**src/rtl/mem_access.sv**
```systemverilog
// mem_access: pipeline memory stage with req/ack data port and MEM/WB register.
// Holds the pipeline while a load or store waits for the memory acknowledge.
module mem_access #(
    parameter int ADDR_W = 32
) (
    input  logic              clk,
    input  logic              rst,
    input  logic              valid_i,
    input  logic              cregwa_i,
    input  logic [1:0]        cregwd_i,
    input  logic              regwe_i,
    input  logic [4:0]        rt_i,
    input  logic [4:0]        rd_i,
    input  logic [31:0]       aluout_i,
    input  logic              memre_i,
    input  logic              memwe_i,
    input  logic [1:0]        memsz_i,
    input  logic              memsx_i,
    input  logic [31:0]       wdata_i,
    output logic              stall_o,
    output logic              dm_req_o,
    output logic              dm_we_o,
    output logic [3:0]        dm_be_o,
    output logic [ADDR_W-1:0] dm_addr_o,
    output logic [31:0]       dm_wdata_o,
    input  logic              dm_ack_i,
    input  logic [31:0]       dm_rdata_i,
    output logic              valid_o,
    output logic              cregwa_o,
    output logic [1:0]        cregwd_o,
    output logic              regwe_o,
    output logic [4:0]        rt_o,
    output logic [4:0]        rd_o,
    output logic [31:0]       aluout_o,
    output logic [31:0]       memrd_o,
    output logic              misalign_o
);

    typedef enum logic {
        IDLE,
        BUSY
    } state_t;

    state_t state_q, state_d;

    logic              req_q, req_d;
    logic              we_q, we_d;
    logic [3:0]        be_q, be_d;
    logic [ADDR_W-1:0] addr_q, addr_d;
    logic [31:0]       wdata_q, wdata_d;
    logic [1:0]        sz_q, sz_d;
    logic              sx_q, sx_d;
    logic [1:0]        lane_q, lane_d;

    logic              valid_q, valid_d;
    logic              cregwa_q, cregwa_d;
    logic [1:0]        cregwd_q, cregwd_d;
    logic              regwe_q, regwe_d;
    logic [4:0]        rt_q, rt_d;
    logic [4:0]        rd_q, rd_d;
    logic [31:0]       aluout_q, aluout_d;
    logic [31:0]       memrd_q, memrd_d;
    logic              mis_q, mis_d;

    logic [1:0]  lane;
    logic        is_mem, is_byte, is_half, is_word, misal;
    logic [3:0]  st_be;
    logic [31:0] st_data;
    logic [7:0]  ld_b;
    logic [15:0] ld_h;
    logic [31:0] ld_data;

    assign lane    = aluout_i[1:0];
    assign is_mem  = memre_i | memwe_i;
    assign is_byte = (memsz_i == 2'b00);
    assign is_half = (memsz_i == 2'b01);
    assign is_word = memsz_i[1];
    assign misal   = (is_half & lane[0]) | (is_word & (lane != 2'b00));

    always_comb begin
        st_be   = 4'b1111;
        st_data = wdata_i;
        if (is_byte) begin
            st_be   = 4'b0001 << lane;
            st_data = {4{wdata_i[7:0]}};
        end else if (is_half) begin
            st_be   = lane[1] ? 4'b1100 : 4'b0011;
            st_data = {2{wdata_i[15:0]}};
        end
    end

    // Load extraction uses the latched size/lane, not the live inputs
    assign ld_b = dm_rdata_i[{lane_q, 3'b000} +: 8];
    assign ld_h = lane_q[1] ? dm_rdata_i[31:16] : dm_rdata_i[15:0];

    always_comb begin
        ld_data = dm_rdata_i;
        if (sz_q == 2'b00)
            ld_data = {{24{sx_q & ld_b[7]}}, ld_b};
        else if (sz_q == 2'b01)
            ld_data = {{16{sx_q & ld_h[15]}}, ld_h};
    end

    always_comb begin
        state_d  = state_q;
        stall_o  = 1'b0;
        req_d    = req_q;
        we_d     = we_q;
        be_d     = be_q;
        addr_d   = addr_q;
        wdata_d  = wdata_q;
        sz_d     = sz_q;
        sx_d     = sx_q;
        lane_d   = lane_q;
        valid_d  = 1'b0;
        regwe_d  = 1'b0;
        mis_d    = 1'b0;
        cregwa_d = cregwa_q;
        cregwd_d = cregwd_q;
        rt_d     = rt_q;
        rd_d     = rd_q;
        aluout_d = aluout_q;
        memrd_d  = memrd_q;
        unique case (state_q)
            IDLE: begin
                if (valid_i && is_mem && !misal) begin
                    stall_o = 1'b1;
                    state_d = BUSY;
                    req_d   = 1'b1;
                    we_d    = memwe_i;
                    be_d    = memwe_i ? st_be : 4'b0000;
                    addr_d  = {aluout_i[ADDR_W-1:2], 2'b00};
                    wdata_d = memwe_i ? st_data : 32'h0;
                    sz_d    = memsz_i;
                    sx_d    = memsx_i;
                    lane_d  = lane;
                end else begin
                    valid_d  = valid_i;
                    regwe_d  = valid_i & regwe_i & ~(is_mem & misal);
                    mis_d    = valid_i & is_mem & misal;
                    cregwa_d = cregwa_i;
                    cregwd_d = cregwd_i;
                    rt_d     = rt_i;
                    rd_d     = rd_i;
                    aluout_d = aluout_i;
                    memrd_d  = 32'h0;
                end
            end
            BUSY: begin
                if (dm_ack_i) begin
                    // Upstream still holds the entry, so it is loaded from inputs
                    state_d  = IDLE;
                    req_d    = 1'b0;
                    we_d     = 1'b0;
                    be_d     = 4'b0000;
                    valid_d  = valid_i;
                    regwe_d  = valid_i & regwe_i;
                    cregwa_d = cregwa_i;
                    cregwd_d = cregwd_i;
                    rt_d     = rt_i;
                    rd_d     = rd_i;
                    aluout_d = aluout_i;
                    memrd_d  = we_q ? 32'h0 : ld_data;
                end else begin
                    stall_o = 1'b1;
                end
            end
            default: state_d = IDLE;
        endcase
    end

    always_ff @(posedge clk or posedge rst) begin
        if (rst) begin
            state_q  <= IDLE;
            req_q    <= 1'b0;
            we_q     <= 1'b0;
            be_q     <= 4'b0000;
            addr_q   <= '0;
            wdata_q  <= 32'h0;
            sz_q     <= 2'b00;
            sx_q     <= 1'b0;
            lane_q   <= 2'b00;
            valid_q  <= 1'b0;
            cregwa_q <= 1'b0;
            cregwd_q <= 2'b00;
            regwe_q  <= 1'b0;
            rt_q     <= 5'd0;
            rd_q     <= 5'd0;
            aluout_q <= 32'h0;
            memrd_q  <= 32'h0;
            mis_q    <= 1'b0;
        end else begin
            state_q  <= state_d;
            req_q    <= req_d;
            we_q     <= we_d;
            be_q     <= be_d;
            addr_q   <= addr_d;
            wdata_q  <= wdata_d;
            sz_q     <= sz_d;
            sx_q     <= sx_d;
            lane_q   <= lane_d;
            valid_q  <= valid_d;
            cregwa_q <= cregwa_d;
            cregwd_q <= cregwd_d;
            regwe_q  <= regwe_d;
            rt_q     <= rt_d;
            rd_q     <= rd_d;
            aluout_q <= aluout_d;
            memrd_q  <= memrd_d;
            mis_q    <= mis_d;
        end
    end

    assign dm_req_o   = req_q;
    assign dm_we_o    = we_q;
    assign dm_be_o    = be_q;
    assign dm_addr_o  = addr_q;
    assign dm_wdata_o = wdata_q;
    assign valid_o    = valid_q;
    assign cregwa_o   = cregwa_q;
    assign cregwd_o   = cregwd_q;
    assign regwe_o    = regwe_q;
    assign rt_o       = rt_q;
    assign rd_o       = rd_q;
    assign aluout_o   = aluout_q;
    assign memrd_o    = memrd_q;
    assign misalign_o = mis_q;

endmodule

```
**config.mk**
```make
export PLATFORM = sky130hd
export DESIGN_NAME = mem_access
export DESIGN_NICKNAME = d
export VERILOG_FILES = /design/src/rtl/mem_access.sv
export SDC_FILE = /design/constraint.sdc
export NUM_CORES = 1
export LEC_CHECK = 0
export BUFFER_PORTS_ARGS = -buffer_cell sky130_fd_sc_hd__clkbuf_2
export CAP_MARGIN = 30
export CORE_UTILIZATION = 46
export CTS_BUF_LIST = sky130_fd_sc_hd__clkbuf_4
export DETAILED_ROUTE_END_ITERATION = 10
export PLACE_DENSITY = 0.79
export SLEW_MARGIN = 20
export SYNTH_ARGS = -nofsm -noshare
export SYNTH_HDL_FRONTEND = slang
export SYNTH_SLANG_ARGS = --single-unit
```
**constraint.sdc**
```tcl
create_clock -name clk -period 5.3 [get_ports clk]
set_clock_uncertainty 0.05 [all_clocks]
set_input_delay 1.06 -clock clk [delete_from_list [all_inputs] [get_ports clk]]
set_output_delay 1.06 -clock clk [all_outputs]
set_load 0.01 [all_outputs]
```
==> impl_summary.md <==
Timing
The final clock period utilization by the worst path is 0.654. The shortest clock period the worst path allows after layout is approximately 3.5 ns. Based on the critical path, the design can be clocked at up to between 0.2 and 0.3 GHz. In this run the tightest slew margin relative to its limit is 0.367. On the final layout, the worst hold slack is between 0.4 and 0.5 ns. Setup repair after global routing left no endpoint under its margin. The number of max-slew violations in the final report is 0.

Summed over all failing endpoints, the final setup total negative slack is 0 ns. The count of endpoints failing hold in the final timing report was 0. The transition time of the tightest slew-check pin is ~0.95 ns. The worst path meets setup with 1.84 ns of slack.

The final number of setup-violating endpoints is 0.

Routing
For this block, the routed nets add up to roughly 18,000 um of wire. The detail route stage leaves a number of antenna-violating nets equal to 0. The first detailed-routing pass ran for 6 iterations. The routed length per placed instance is 16.3 um. The number of remaining DRC errors is 0. Using the TritonRoute via totals, the vias-per-cell ratio works out to about 5.2. The initial DRC count is 340. The routed layout has about 5,700 vias.

Critical path
The launching element of the worst setup path is memwe_i. The critical path's most frequent cell is sky130_fd_sc_hd__clkbuf_2. The most critical setup path has its endpoint at stall_o. The setup slack of the most critical reg-to-reg path is roughly 2.7 ns.

The worst stage delay on the critical path is between 0.4 and 0.5 ns. The source of the worst register-to-register timing path is lane_q[1]. At the worst endpoint, the arrival time is ~2.4 ns. On the critical path, the stage with the largest delay is an instance of sky130_fd_sc_hd__clkbuf_2. The critical path endpoint category is an output port. In this run the worst path has a maximum fanout of 32. The count of cell instances traversed by the critical path is 4.

The type of origin of the critical path is an input port. The critical path required time is 4.19 ns. Grouping stages by cell kind, the critical path spends the most delay in buffers and inverters. The worst-case reg-to-reg path depth is 4. In this run the critical register-to-register path is captured at memrd_o[6].

Traced cell by cell, the critical path runs through clkbuf_2, o21ai_1, o41ai_4, clkbuf_2. The setup path with the least slack is of type in -> out. The count of buffering cells on the critical path with inverters included is 2.

Floorplanning
The initial core utilization is 0.472. The overall die height is 124 um. Row generation in the floorplan step produced 44 rows. The number of I/O pins is 270. The die is ~120 um wide. The core region is between 10,000 and 15,000 um^2. The full die area is between 15,000 and 20,000 um^2.

Clocking
The CTS tree is done. Counting along the longest clock path gives a buffer depth of 2. The CTS H-tree depth is 4. The cell sitting at the root of the clock tree is a sky130_fd_sc_hd__clkbuf_4.

The post-cts repair resize count is 0. At the later pin of the worst-skew pair, clock insertion delay measures 0.54 ns. TritonCTS created 17 clock buffers. The setup fix buffers added after clock tree synthesis is 0.

The clock-pin slew on the worst setup and hold paths is between 0.1 and 0.15 ns. The number of hold buffers added after CTS is 0. The clock sink count is approximately 150.

Yosys
The post-synthesis cell area is between 6000 and 7000 um^2. During synthesis, Yosys emitted a total of 0 warnings. Of the post-synthesis cell area, the dominant cell type holds 0.560. Synthesis inferred approximately 150 register bits. The count of mapped cells out of synthesis is about 650.

Summed over all instances, the cell type with the most area after synthesis is sky130_fd_sc_hd__dfrtp_1. The per-instance average area after synthesis is around 11 um^2. The number of library cell types mapped by synthesis is 38. By area the synthesized netlist is led by sky130_fd_sc_hd__dfrtp_1 (56%), sky130_fd_sc_hd__mux2_2 (11%), sky130_fd_sc_hd__nand2_1 (10%). For this run, the register share of the synthesized area comes to 0.560.

Global route
Entering global routing, the biggest net connects between 80 and 90 pins. The number of global-route vias before repair is 5,618. For this run, the total global-route usage over all layers was measured as 0.236. The leftover overflow at the end of global routing is 0. The number of antenna violations at the first check in global routing is 1. The first global-routing pass estimated ~29,000 um of wire.

Placement
The total of buffers placed on input and output ports is 267. Before CTS, the worst setup slack after placement is about 1.7 ns. The detailed-placement wirelength estimate is approximately 13,000 um. Routability-driven placement finished with a final weighted congestion of slightly below 0.9.

Run
Max-cap violations in this run came to 0.

Hold path
The tightest min-delay check is of the reg -> reg type. The startpoint identified for the worst hold timing path is dm_wdata_o[7].

Pwr
The leakage component of the power is around 4.5 nW. The worst ir drop on vdd is 0.187 mV. The cell area power density is roughly 360 nW/um^2.

Run status
The flow ran to the end, and the final reports show no timing, DRC or antenna violations.

Finish
The filler cell count in the final layout is about 1,200. In the final layout, the share of cells above drive strength 1 is 0.417. The count of nets after finishing is slightly above 1,000. From synthesis to final layout, the design area changed by 24.9%.
## cell usage in the layout (no fill, tap or decap), types with 2 or more instances in the layout
cell type	Yosys	layout
sky130_fd_sc_hd__o211ai_1	7	7
sky130_fd_sc_hd__o221ai_1	2	2
sky130_fd_sc_hd__a21oi_1	2	2
sky130_fd_sc_hd__o21ai_0	19	19
sky130_fd_sc_hd__nand2b_1	18	18
sky130_fd_sc_hd__inv_6	0	3
sky130_fd_sc_hd__dfrtp_1	154	154
sky130_fd_sc_hd__diode_2	0	2
sky130_fd_sc_hd__a22o_1	16	16
sky130_fd_sc_hd__conb_1	1	2
sky130_fd_sc_hd__nor2_1	8	8
sky130_fd_sc_hd__mux2i_1	25	25
sky130_fd_sc_hd__clkbuf_4	0	19
sky130_fd_sc_hd__nand2_1	189	189
sky130_fd_sc_hd__clkbuf_2	1	267
sky130_fd_sc_hd__o31ai_1	16	16
sky130_fd_sc_hd__clkinv_4	0	5
sky130_fd_sc_hd__and3_1	2	2
sky130_fd_sc_hd__mux2_2	68	68
sky130_fd_sc_hd__o22ai_1	8	8
sky130_fd_sc_hd__inv_1	4	3
sky130_fd_sc_hd__nand3_1	30	30
sky130_fd_sc_hd__buf_4	5	5
sky130_fd_sc_hd__o21ai_1	4	4
sky130_fd_sc_hd__a211oi_1	7	7
sky130_fd_sc_hd__and2_1	8	8
sky130_fd_sc_hd__nor3_1	2	2
sky130_fd_sc_hd__bufinv_16	0	3
## stage by stage
| stage | power, mW | utilization | cell area, um^2 | cells |
|---|---|---|---|---|
| after floorplan | 1.97 | - | 6890 | 647 |
| after global placement | 2.29 | 0.566 | 8260 | 1059 |
| after detailed placement | 2.31 | 0.568 | 8280 | 1060 |
| after CTS | 3.09 | 0.589 | 8590 | 1092 |
| after global routing | 3.23 | 0.589 | 8600 | 1094 |
| final | 3.06 | 0.589 | 8600 | 1094 |
## worst min-delay path, cell delays in order (launching register included)
cell                      delay (ns)
sky130_fd_sc_hd__dfrtp_1        0.37
sky130_fd_sc_hd__nand2_1        0.05
sky130_fd_sc_hd__nand2_1        0.05
## layer usage
metal	vias to the layer above	global-route usage	wire (um)
li1	2705	-	-
met1	2737	0.321	7990
met2	223	0.362	8320
met3	34	0.0580	1060
met4	0	0.0914	424
met5	-	0	0
## state kept, by name, indices dropped and copies added (netlist names)
register and count:
aluout_o 32, cregwa_o 1, cregwd_o 2, dm_addr_o 30
dm_be_o 4, dm_req_o 1, dm_wdata_o 32, dm_we_o 1
lane_q 2, memrd_o 32, misalign_o 1, rd_o 5
regwe_o 1, rt_o 5, state_q 1, sx_q 1
sz_q 2, valid_o 1
## kinds of logic (layout without fill, tap and decap cells)
| kind of cell | after synthesis | after routing | share of synthesized area |
|---|---|---|---|
| simple gates | 265 | 265 | 0.165 |
| flops | 154 | 154 | 0.560 |
| mux | 93 | 93 | 0.148 |
| compound gates | 85 | 85 | 0.0896 |
| buf+inv | 48 | 309 | 0.0378 |
| other cells | 1 | 4 | 0.000545 |
## area by class of cell
class	instances	area [um^2]	area share
antenna	2	5.00	0.000582
sequential	154	3850	0.448
inverter	4	20.0	0.00233
clock buffer	19	143	0.0166
multi-input combinational	445	2790	0.324
clock inverter	13	168	0.0195
tap	184	230	0.0268
timing repair buffer	273	1390	0.162
## synthesized netlist by cell type (all sizes together)
cell type,count
o22ai,8
and2,9
or2,1
dfrtp,154
nor2b,1
a21boi,1
mux2i,25
buf,23
nand3b,1
o221ai,2
nand2b,18
o41ai,1
o211ai,7
nor3,2
nand2,189
or3,1
a211oi,7
clkbuf,21
mux2,68
a21oi,2
o21ai,23
nor2,8
nor4,2
o31a,1
o21a,1
and3,2
inv,4
nand3,30
o31ai,16
a22o,16
conb,1
or4,1
## worst min-delay path by stage
stage | end | slack (ns) | depth (start not counted)
finish | dm_wdata_o[7] | 0.43 | 2
global route | dm_wdata_o[16] | 0.46 | 2
CTS | dm_wdata_o[16] | 0.44 | 2
detailed placement | dm_wdata_o[16] | 0.41 | 2
global placement | dm_wdata_o[16] | 0.40 | 2
floorplan | sx_q | 0.43 | 2
## power breakdown
| part | switching [mW] | leakage, nW | internal [mW] |
|---|---|---|---|
| sequential | 0.143 | 1.95 | 1.36 |
| combinational | 0.438 | 2.43 | 0.342 |
| clock | 0.438 | 0.165 | 0.342 |
| total | 1.02 | 4.55 | 2.05 |
Power figures use the tool's default switching activity.
